[config.mk]
export PLATFORM = sky130hd
export DESIGN_NAME = exception_sequencer
export DESIGN_NICKNAME = d
export VERILOG_FILES = /design/src/rtl/exception_sequencer.sv
export SDC_FILE = /design/constraint.sdc
export NUM_CORES = 1
export LEC_CHECK = 0
export ABC_AREA = 1
export BUFFER_PORTS_ARGS = -buffer_cell sky130_fd_sc_hd__buf_2
export CORE_ASPECT_RATIO = 1.75
export CORE_MARGIN = 2
export CORE_UTILIZATION = 40
export CTS_BUF_LIST = sky130_fd_sc_hd__clkbuf_2
export DETAILED_ROUTE_END_ITERATION = 7
export SLEW_MARGIN = 30
export SYNTH_ARGS = -nofsm -noshare
export SYNTH_HDL_FRONTEND = slang
export SYNTH_SLANG_ARGS = --single-unit
[constraint.sdc]
create_clock -name clk -period 3.3 [get_ports clk]
set_input_delay 0.165 -clock clk [delete_from_list [all_inputs] [get_ports clk]]
set_output_delay 0.165 -clock clk [all_outputs]
set_load 0.05 [all_outputs]
[src/rtl/exception_sequencer.sv]
// Exception sequencer: on an accepted arithmetic exception it flushes the pipeline,
// writes the 16-bit saturation value into two register-file bytes, then redirects
// fetch to the instruction after the faulting one. Owns the RF write port while busy.
module exception_sequencer #(
  parameter int unsigned DATA_W  = 8,
  parameter int unsigned PC_W    = 10,
  parameter logic [2:0]  REG_HI  = 3'd1,
  parameter logic [2:0]  REG_LO  = 3'd2,
  parameter logic [15:0] SAT_POS = 16'h7FFF,
  parameter logic [15:0] SAT_NEG = 16'h8000
) (
  input  logic              clk,
  input  logic              reset,
  input  logic [1:0]        exc_code,
  input  logic [PC_W-1:0]   exc_pc,
  input  logic              wb_we,
  input  logic [2:0]        wb_addr,
  input  logic [DATA_W-1:0] wb_data,
  output logic              rf_we,
  output logic [2:0]        rf_waddr,
  output logic [DATA_W-1:0] rf_wdata,
  output logic              stall,
  output logic              flush,
  output logic              redirect,
  output logic [PC_W-1:0]   redirect_pc,
  output logic              busy,
  output logic [7:0]        exc_count
);

  typedef enum logic [2:0] {StIdle, StFlush, StWrHi, StWrLo, StResume} state_e;

  state_e              state_q, state_d;
  logic [1:0]          code_q, code_d;
  logic [PC_W-1:0]     pc_q, pc_d;
  logic [PC_W-1:0]     redirect_pc_q, redirect_pc_d;
  logic [7:0]          count_q, count_d;
  logic                flush_q, flush_d;
  logic                redirect_q, redirect_d;
  logic                busy_q, busy_d;
  logic                seq_we_q, seq_we_d;
  logic [2:0]          seq_waddr_q, seq_waddr_d;
  logic [DATA_W-1:0]   seq_wdata_q, seq_wdata_d;
  logic [15:0]         sat;

  // Saturation value chosen by the latched code (valid from FLUSH onward).
  assign sat = (code_q == 2'b10) ? SAT_NEG : SAT_POS;

  // Next-state, capture of the faulting context, and registered Moore outputs.
  always_comb begin
    state_d       = state_q;
    code_d        = code_q;
    pc_d          = pc_q;
    count_d       = count_q;
    redirect_pc_d = redirect_pc_q;
    case (state_q)
      StIdle: begin
        if (exc_code == 2'b01 || exc_code == 2'b10) begin
          state_d = StFlush;
          code_d  = exc_code;
          pc_d    = exc_pc;
          if (count_q != 8'hFF) count_d = count_q + 8'd1;
        end
      end
      StFlush:  state_d = StWrHi;
      StWrHi:   state_d = StWrLo;
      StWrLo:   state_d = StResume;
      StResume: state_d = StIdle;
      default:  state_d = StIdle;
    endcase

    // Restart address updates only on entry to RESUME so it holds elsewhere.
    if (state_d == StResume) redirect_pc_d = pc_q + PC_W'(1);

    flush_d     = (state_d == StFlush);
    redirect_d  = (state_d == StResume);
    busy_d      = (state_d != StIdle);
    seq_we_d    = (state_d == StWrHi) || (state_d == StWrLo);
    seq_waddr_d = 3'd0;
    seq_wdata_d = '0;
    if (state_d == StWrHi) begin
      seq_waddr_d = REG_HI;
      seq_wdata_d = DATA_W'(sat[15:8]);
    end else if (state_d == StWrLo) begin
      seq_waddr_d = REG_LO;
      seq_wdata_d = DATA_W'(sat[7:0]);
    end
  end

  // Single state register; async reset returns to IDLE with all controls low.
  always_ff @(posedge clk or posedge reset) begin
    if (reset) begin
      state_q       <= StIdle;
      code_q        <= 2'b00;
      pc_q          <= '0;
      redirect_pc_q <= '0;
      count_q       <= 8'd0;
      flush_q       <= 1'b0;
      redirect_q    <= 1'b0;
      busy_q        <= 1'b0;
      seq_we_q      <= 1'b0;
      seq_waddr_q   <= 3'd0;
      seq_wdata_q   <= '0;
    end else begin
      state_q       <= state_d;
      code_q        <= code_d;
      pc_q          <= pc_d;
      redirect_pc_q <= redirect_pc_d;
      count_q       <= count_d;
      flush_q       <= flush_d;
      redirect_q    <= redirect_d;
      busy_q        <= busy_d;
      seq_we_q      <= seq_we_d;
      seq_waddr_q   <= seq_waddr_d;
      seq_wdata_q   <= seq_wdata_d;
    end
  end

  // Write-port arbitration: WB passes through only while idle.
  always_comb begin
    rf_we    = busy_q ? seq_we_q    : wb_we;
    rf_waddr = busy_q ? seq_waddr_q : wb_addr;
    rf_wdata = busy_q ? seq_wdata_q : wb_data;
  end

  assign stall       = busy_q;
  assign busy        = busy_q;
  assign flush       = flush_q;
  assign redirect    = redirect_q;
  assign redirect_pc = redirect_pc_q;
  assign exc_count   = count_q;

endmodule

=== Yosys cells after proc, flatten, opt, wreduce, memory -nomap -nowiden ===
Index checks and enable logic that the tools add are counted.

* Input bits: 26
* Memory bits (read-only): 0
* Memories: 0
* Latch bits: 0
* Output and inout bits: 34
* Memory bits (writable): 0
* Register bits: 48

* $mul: 0
* Shift operators: 0
* Bitwise logic cells: 0
* $add $sub $neg: 2
* Multiplexer cells: 10
* Equality and inequality tests: 11
* Order comparisons: 0
* Reductions and logical operators: 6
* Divide/modulo/power cells: 0

{| class="wikitable"
|+ Operators by type and width
! kind !! count
|-
| $mux W8 || 3
|-
| $mux W16 || 1
|-
| $eq A3 B2 Y1 const B || 4
|-
| $pmux W3 S4 || 1
|-
| $add A10 B1 Y10 const B || 1
|-
| $add A8 B1 Y8 const B || 1
|-
| $ne A8 B8 Y1 const B || 1
|-
| $eq A3 B1 Y1 const B || 2
|-
| $mux W3 || 2
|-
| $eq A2 B2 Y1 const B || 2
|-
| $mux W2 || 2
|-
| $eq A3 B3 Y1 const B || 1
|-
| $logic_not A3 Y1 || 1
|-
| $reduce_and A3 Y1 || 1
|-
| $reduce_bool A3 Y1 || 1
|-
| $eq A2 B1 Y1 const B || 1
|-
| $logic_or A1 B1 Y1 || 2
|-
| $reduce_and A2 Y1 || 1
|-
| $mux W1 || 1
|}

=== Depth between registers and ports, before layout ===
Gate-level depths: netlist (run 1).

* Depth in word-level cells: 7
* Gate-level depth with buffers: 8
* Gate-level depth less buffers: 8

=== Worst setup path before layout (run 1) ===
Ideal clock, no wire load.

* Path kind: register to output
* Start: reg busy_q, in the netlist busy
* End: out rf_wdata[0]
* Stages on the path, launching flop included: 3
* Path slack: 1178 ps
* Required time: 3135 ps
* Data arrival time: 1957 ps
* Path through: dfrtp_1 -> buf_2 -> o21ai_0

* Longest elaborated chain between the ends: 1

{| class="wikitable"
|+ RTL lines
! what !! RTL line !! text
|-
| start: declaration || 39 || <nowiki>logic busy_q, busy_d;</nowiki>
|-
| start signal: assignment || 111 || <nowiki>busy_q <= busy_d;</nowiki>
|-
| $mux W8 || 122 || <nowiki>rf_wdata = busy_q ? seq_wdata_q : wb_data;</nowiki>
|-
| end: declaration || 21 || <nowiki>output logic [DATA_W-1:0] rf_wdata,</nowiki>
|}

No other way between the ends.

=== Worst setup path in the final report (run 1) ===
* Start: reg busy_q, in the netlist busy
* End: out rf_wdata[2]

Same word-level chain as after synthesis.

==> metrics.yaml, run 1 <==
outcome: "complete, no violations"
period_minus_slack_ns: 1.779
antenna_found_initial: 0
place_area_um2: 2356
cp.required_ns: 3.13
synth_cell_types: 28
worst-path-max-fanout: 15
cts-root-buf: "clkbuf_2"
crit_chain: "nand2_1 > o21ai_0 > buf_2"
max-vdd-ir-drop_mv: 0.6302
final_cell_count_no_fill: 377
grt_pass1_vias: 1687
synth_area_leader_cell: "dfrtp_1"
htree_num_levels: 2
postCtsSetupRepairBufs: 0
cts_resized: 0
grt_setup_unrepaired: "false"
cp-end-kind: "primary output"
num_io_pins: 60
syn_to_final_growth_pct: 25.59
rows: 34
die-width_um: 57.65
finalHoldViolCount: 0
power.switching_w: 0.001335
reg2reg_setup_slack_ns: 1.79
crit_path_max_incr_delay_ns: 0.63
critPathLaunchType: "flip-flop"
power.share.clock_pct: 11.4
skew_ns: 0.009321
maxSlewHeadroom_pct: 48.02
fin_util_pct: 51.71
cellLeakagePower_nw: 1.473
drc: 0
cts_hold_buf: 11
maxCapViolCount: 0
synth_top_area_share_pct: 50.93
hp-start: "exc_code[0]"
syn_nets: 276
holdPathEnd: "code_q[0]"
timing.setup.tns_ns: 0
placed_cells: 358
synth_area_leaders: "dfrtp_1, nand2_1, inv_1"
core_um2: 4892
switching_share_pct: 52.80
drtPass1Iterations: 4
netlist_instances: 248
maxSlewViolCount: 0
regToRegEndpoint: "redirect_pc[3]"
arrival_ns: 1.61
tightest_slew_ns: 0.7749
ant_nets: 0
fillers: 496
path_buf_inv: 1
start_util_pct: 41.18
crit_family: "flip-flops"
grt_max_degree: 24
cp_slowest_cell: "dfrtp_1"
final_cell_area_um2: 2530
reg2regPathDepth: 5
multiInputGateArea_um2: 817.0
clockBufferDepth: 2
first_iter_violations: 33
hold_depth: 3
hpwl_um: 3102
fin_crit_sh_pct: 53.90
grt_pass1_wl_um: 7251
worstReg2RegStart: "state_q[2]"
comb_power_share_pct: 54.5
cts-buffers-inserted: 5
power_frac_seq_pct: 34.0
pwr_density_cell_nw_per_um2: 999.4
viasPerCell: 4.692
worstSkewPairLatency_ns: 0.38
die_height_um: 97.88
place_congestion: 0.8147
finalSetupViolCount: 0
dieArea_um2: 5642
internal_power_w: 0.001193
wl_per_cell_um: 10.80
vias: 1769
max_freq_ghz: 0.5622
regArea_um2: 1026
whs_ns: 0.1196
grtUsageTotal_pct: 16.29
nNetsFinal: 350
cts.clk_slew.worst_paths_ns: 0.20
cts_tree: "yes"
syn_area_um2: 2014
hold_path.class: "in2reg"
io_buffers: 59
grt-ovfl-total: 0
diodes: 0
drt_wl_total_um: 4070
yosysSeqAreaShare_pct: 50.93
clock_sinks: 41
avgSynthCellArea_um2: 8.123
drive_above_1_share_pct: 25.08
crit_type: "reg2out"
yosysWarnings: 0
ys_ff_latch: 41
[cells by family after synthesis]
group           count (synthesis)  synth area share (%)
compound gates                 27                 7.081
flops                          41                 50.93
buf+inv                        42                 8.509
fa+ha+maj                       2                 1.242
simple gates                  127                 27.83
mux                             4                 2.236
xor+xnor                        5                 2.174
[area by class of cell]
type | count | area share, %
inverters | 38 | 5.638
well taps | 54 | 2.671
clock inverters | 2 | 1.335
clock buffers | 6 | 1.187
repair buffers | 71 | 16.32
flip-flops and latches | 41 | 40.55
multi-input cells | 165 | 32.29
[metrics by stage]
stage | power [W] | worst slack (ns)
6_report | 0.002528 | 1.521
5_1_grt | 0.002720 | 1.314
4_1_cts | 0.002558 | 1.459
3_5_place_dp | 0.002255 | 1.823
3_3_place_gp | 0.002247 | 1.835
2_1_floorplan | 0.001978 | 1.178
[sequential cells by signal (all words and copies together) (netlist names)]
name and flops:
redirect_pc 10, seq_waddr_q 2, exc_count 8, redirect 1
seq_we_q 1, state_q 3, seq_wdata_q 2, pc_q 10
flush 1, busy 1, code_q 2
[cells in the final DEF (no fill, tap or decap), types with 2 or more instances in the layout]
master,n
nand2_1,81
buf_2,59
dfrtp_1,41
inv_1,36
nor2_1,15
o21ai_0,15
nand3_1,13
dlygate4sd3_1,11
clkbuf_2,6
nand4_1,5
a21oi_1,5
nor2_2,4
o21ai_1,4
mux2_2,4
xor2_1,3
clkinv_1,3
nand2_2,2
xnor2_1,2
nor3_1,2
ha_1,2
[worst max path at each step]
stage	end	depth (start not counted)	slack, ns	startpoint
final	rf_wdata[2]	3	1.52	busy
after global routing	rf_wdata[0]	3	1.31	busy
after detailed placement	redirect_pc[3]	5	1.82	state_q[2]
after floorplan	rf_wdata[0]	2	1.18	busy
after CTS	rf_wdata[2]	3	1.46	busy
after global placement	redirect_pc[3]	5	1.84	state_q[2]
[routing by layer]
metal | routed length, µm | track usage (%)
met4 | 74 | 6.977
met1 | 1597 | 18.06
met5 | 0 | 0
met3 | 224 | 3.046
met2 | 2173 | 29.28
[power by group through the flow]
stage	combinational, W	clock [W]	sequential, W
after floorplan	0.000828	0	0.00115
final	0.00138	0.000289	0.000860
after detailed placement	0.00138	0	0.000876
after CTS	0.00139	0.000299	0.000865
after global placement	0.00138	0	0.000872
after global routing	0.00151	0.000315	0.000898
[worst register-to-register path, stage by stage (launching register included)]
cell,delay (ns)
dfrtp_1,0.44
inv_1,0.11
nand3_1,0.39
inv_1,0.35
nor2_1,0.07
a21oi_1,0.11
[Yosys cell counts]
cell type / number
nor3_1: 2
inv_1: 37
nand2_2: 2
nand2_1: 81
or2_2: 1
nand3b_1: 1
buf_6: 1
nor2_1: 15
buf_4: 1
o21ai_0: 15
nand4_1: 5
nor2_8: 1
xor2_1: 3
nand2_4: 1
o21ai_1: 4
o21a_1: 1
nor2_2: 4
mux2_2: 4
nor2_4: 1
a21o_1: 1
dfrtp_1: 41
a21oi_1: 5
clkinv_1: 1
buf_2: 2
xnor2_1: 2
ha_1: 2
nand3_1: 13
a22oi_1: 1
Power figures use the tool's default switching activity.
==> run 2: changes to the inputs <==
Settings changed: PLACE_DENSITY set to 0.67.
Clock period 3.3 ns to 1.6 ns, I/O delays scaled along.
==> metrics.yaml, run 2 (same netlist as run 1, synthesis figures left out) <==
outcome: "complete, no violations"  # unchanged
tightest_slew_ns: 0.5081  # was 0.7749 ns
wl_per_cell_um: 10.93  # was 10.80 µm
drt_wl_total_um: 4174  # was 4070 µm
clock_sinks: 41  # unchanged
drive_above_1_share_pct: 27.44  # was 25.08%
cts.clk_slew.worst_paths_ns: 0.20  # about the same
hp-start: "exc_code[0]"  # unchanged
final_cell_mix: "nand2_1, buf_2, dfrtp_1, inv_1, nor2_1"  # was nand2_1, buf_2, dfrtp_1, inv_1
die_height_um: 97.88  # unchanged
cts_tree: "yes"  # unchanged
maxSlewHeadroom_pct: 66.12  # was 48.02%
route.met3.wl_um: 218  # was 224 µm
drc: 0  # unchanged
finalSetupViolCount: 0  # unchanged
worst_slack_ns: 0.08542  # was 1.521 ns
grt-ovfl-total: 0  # unchanged
wl_met1_um: 1594  # was 1597 µm
fin_crit_sh_pct: 94.66
start_util_pct: 41.18  # unchanged
layout_commonest_cell: "nand2_1"  # unchanged
hpwl_um: 3140  # was 3102 µm
skew_ns: 0.02731  # was 0.009321 ns
fillers: 469  # was 496
critPathLaunchType: "flip-flop"  # unchanged
num_io_pins: 60  # unchanged
grt_setup_unrepaired: "false"  # unchanged
power.switching_w: 0.002772  # was 0.001335 W
hold_path.class: "in2reg"  # unchanged
antenna_found_initial: 0  # unchanged
internal_power_w: 0.002582  # was 0.001193 W
clockBufferDepth: 2  # unchanged
maxCapViolCount: 0  # unchanged
nNetsFinal: 355  # was 350
dieArea_um2: 5642  # unchanged
rows: 34  # unchanged
io_buffers: 59  # unchanged
finalHoldViolCount: 0  # unchanged
power_frac_seq_pct: 33.1  # was 34.0%
grtUsageTotal_pct: 16.22  # was 16.29%
regToRegEndpoint: "exc_count[7]"  # was redirect_pc[3]
vias: 1771  # was 1769
grt_pass1_vias: 1710  # was 1687
arrival_ns: 1.43  # was 1.61 ns
syn_to_final_growth_pct: 28.45  # was 25.59%
cp-end-kind: "primary output"  # unchanged
period_minus_slack_ns: 1.515
max_freq_ghz: 0.6602
cp.required_ns: 1.52  # was 3.13 ns
maxSlewViolCount: 0  # unchanged
power.share.clock_pct: 10.9  # was 11.4%
switching_share_pct: 51.78  # was 52.80%
drtPass1Iterations: 4  # unchanged
reg2regPathDepth: 8  # was 5
grt_max_degree: 42  # was 24
cts-buffers-inserted: 5  # unchanged
preCtsSetupSlack_ns: 0.2230  # was 1.823 ns
holdPathEnd: "code_q[0]"  # unchanged
comb_power_share_pct: 55.9  # was 54.5%
worstReg2RegStart: "exc_count[1]"  # was state_q[2]
hold_depth: 3  # unchanged
highest_layer: "met4"  # unchanged
first_iter_violations: 28  # was 33
wl_met2_um: 2284  # was 2173 µm
place_congestion: 0.8165  # was 0.8147
die-width_um: 57.65  # unchanged
core_um2: 4892  # unchanged
grt_pass1_wl_um: 7189  # was 7251 µm
crit_type: "reg2out"  # unchanged
ant_nets: 0  # unchanged
worst-path-max-fanout: 8  # was 15
viasPerCell: 4.636  # was 4.692
diodes: 0  # unchanged
cts-root-buf: "clkbuf_2"  # unchanged
reg2reg_setup_slack_ns: 0.16  # was 1.79 ns
cellLeakagePower_nw: 1.501  # was 1.473 nW
htree_num_levels: 2  # unchanged
pwr_density_cell_nw_per_um2: 2069  # was 999.4 nW/µm²
max-vdd-ir-drop_mv: 1.297  # was 0.6302 mV
timing.setup.tns_ns: 0  # unchanged
worstSkewPairLatency_ns: 0.39  # was 0.38 ns
run 2: cell types whose count changed in the layout (fill, tap and decap cells not counted):
cell / previous run / this run
o21ai_0: 15 / 8
buf_2: 59 / 53
clkbuf_4: 0 / 4
clkinv_1: 3 / 1
clkinv_2: 0 / 1
inv_1: 36 / 37
o21ai_1: 4 / 11
dfrtp_1: 41 / 38
dfrtp_2: 0 / 3
buf_4: 1 / 8
run 2: worst max path at each step:
stage | cells after the start | slack, ns | start | to
3_5_place_dp | 8 | 0.22 | exc_count[1] | exc_count[2]
5_1_grt | 8 | 0.004 | exc_count[1] | exc_count[5]
4_1_cts | 3 | 0.03 | busy | rf_wdata[2]
3_3_place_gp | 8 | 0.30 | exc_count[0] | exc_count[7]
6_report | 3 | 0.09 | busy | rf_wdata[1]
2_1_floorplan | 3 | -0.09 | busy | rf_wdata[0]
run 2: through the flow:
stage	utilization, %	power [W]	instance area (µm²)	hold WS, ns	cells
global placement	48.52	0.004662	2374	0.2332	360
finish	52.89	0.005354	2587	0.05002	382
floorplan	-	0.004098	2017	0.1896	248
CTS	52.58	0.005372	2572	0.02693	382
global route	52.89	0.005755	2587	0.05453	382
detailed placement	48.52	0.004701	2374	0.2328	360
run 2: power groups by stage:
stage	registers [W]	logic [W]	clock network (W)
floorplan	0.00238	0.00172	0
CTS	0.00178	0.00298	0.000614
global route	0.00184	0.00326	0.000649
finish	0.00177	0.00300	0.000586
detailed placement	0.00181	0.00289	0
global placement	0.00180	0.00286	0
run 2: layout make-up:
| cell class | instances | area (µm²) | area share, % |
|---|---|---|---|
| flip-flops and latches | 41 | 1030 | 39.80 |
| multi-input cells | 165 | 817.0 | 31.58 |
| repair buffers | 76 | 465.4 | 17.99 |
| inverters | 38 | 142.6 | 5.513 |
| well taps | 54 | 67.56 | 2.611 |
| clock inverters | 2 | 35.03 | 1.354 |
| clock buffers | 6 | 30.03 | 1.161 |
run 2: timing repair:
action,CTS,global route
setup buffers,3,0
pin swaps,0,0
gates resized for setup,1,8
endpoints found under the hold margin,51,0
setup endpoints to repair,11,6
hold buffers,11,0
run 2: layer usage:
layer	GRT usage, %	vias up
li1	-	926
met1	16.54	787
met2	30.77	51
met3	3.179	7
met4	6.440	0
met5	0	-
run 2: worst max-delay path, stage by stage (launching register included):
cell and delay (ns):
dfrtp_2 0.50, buf_4 0.17, o21ai_1 0.11, buf_2 0.27
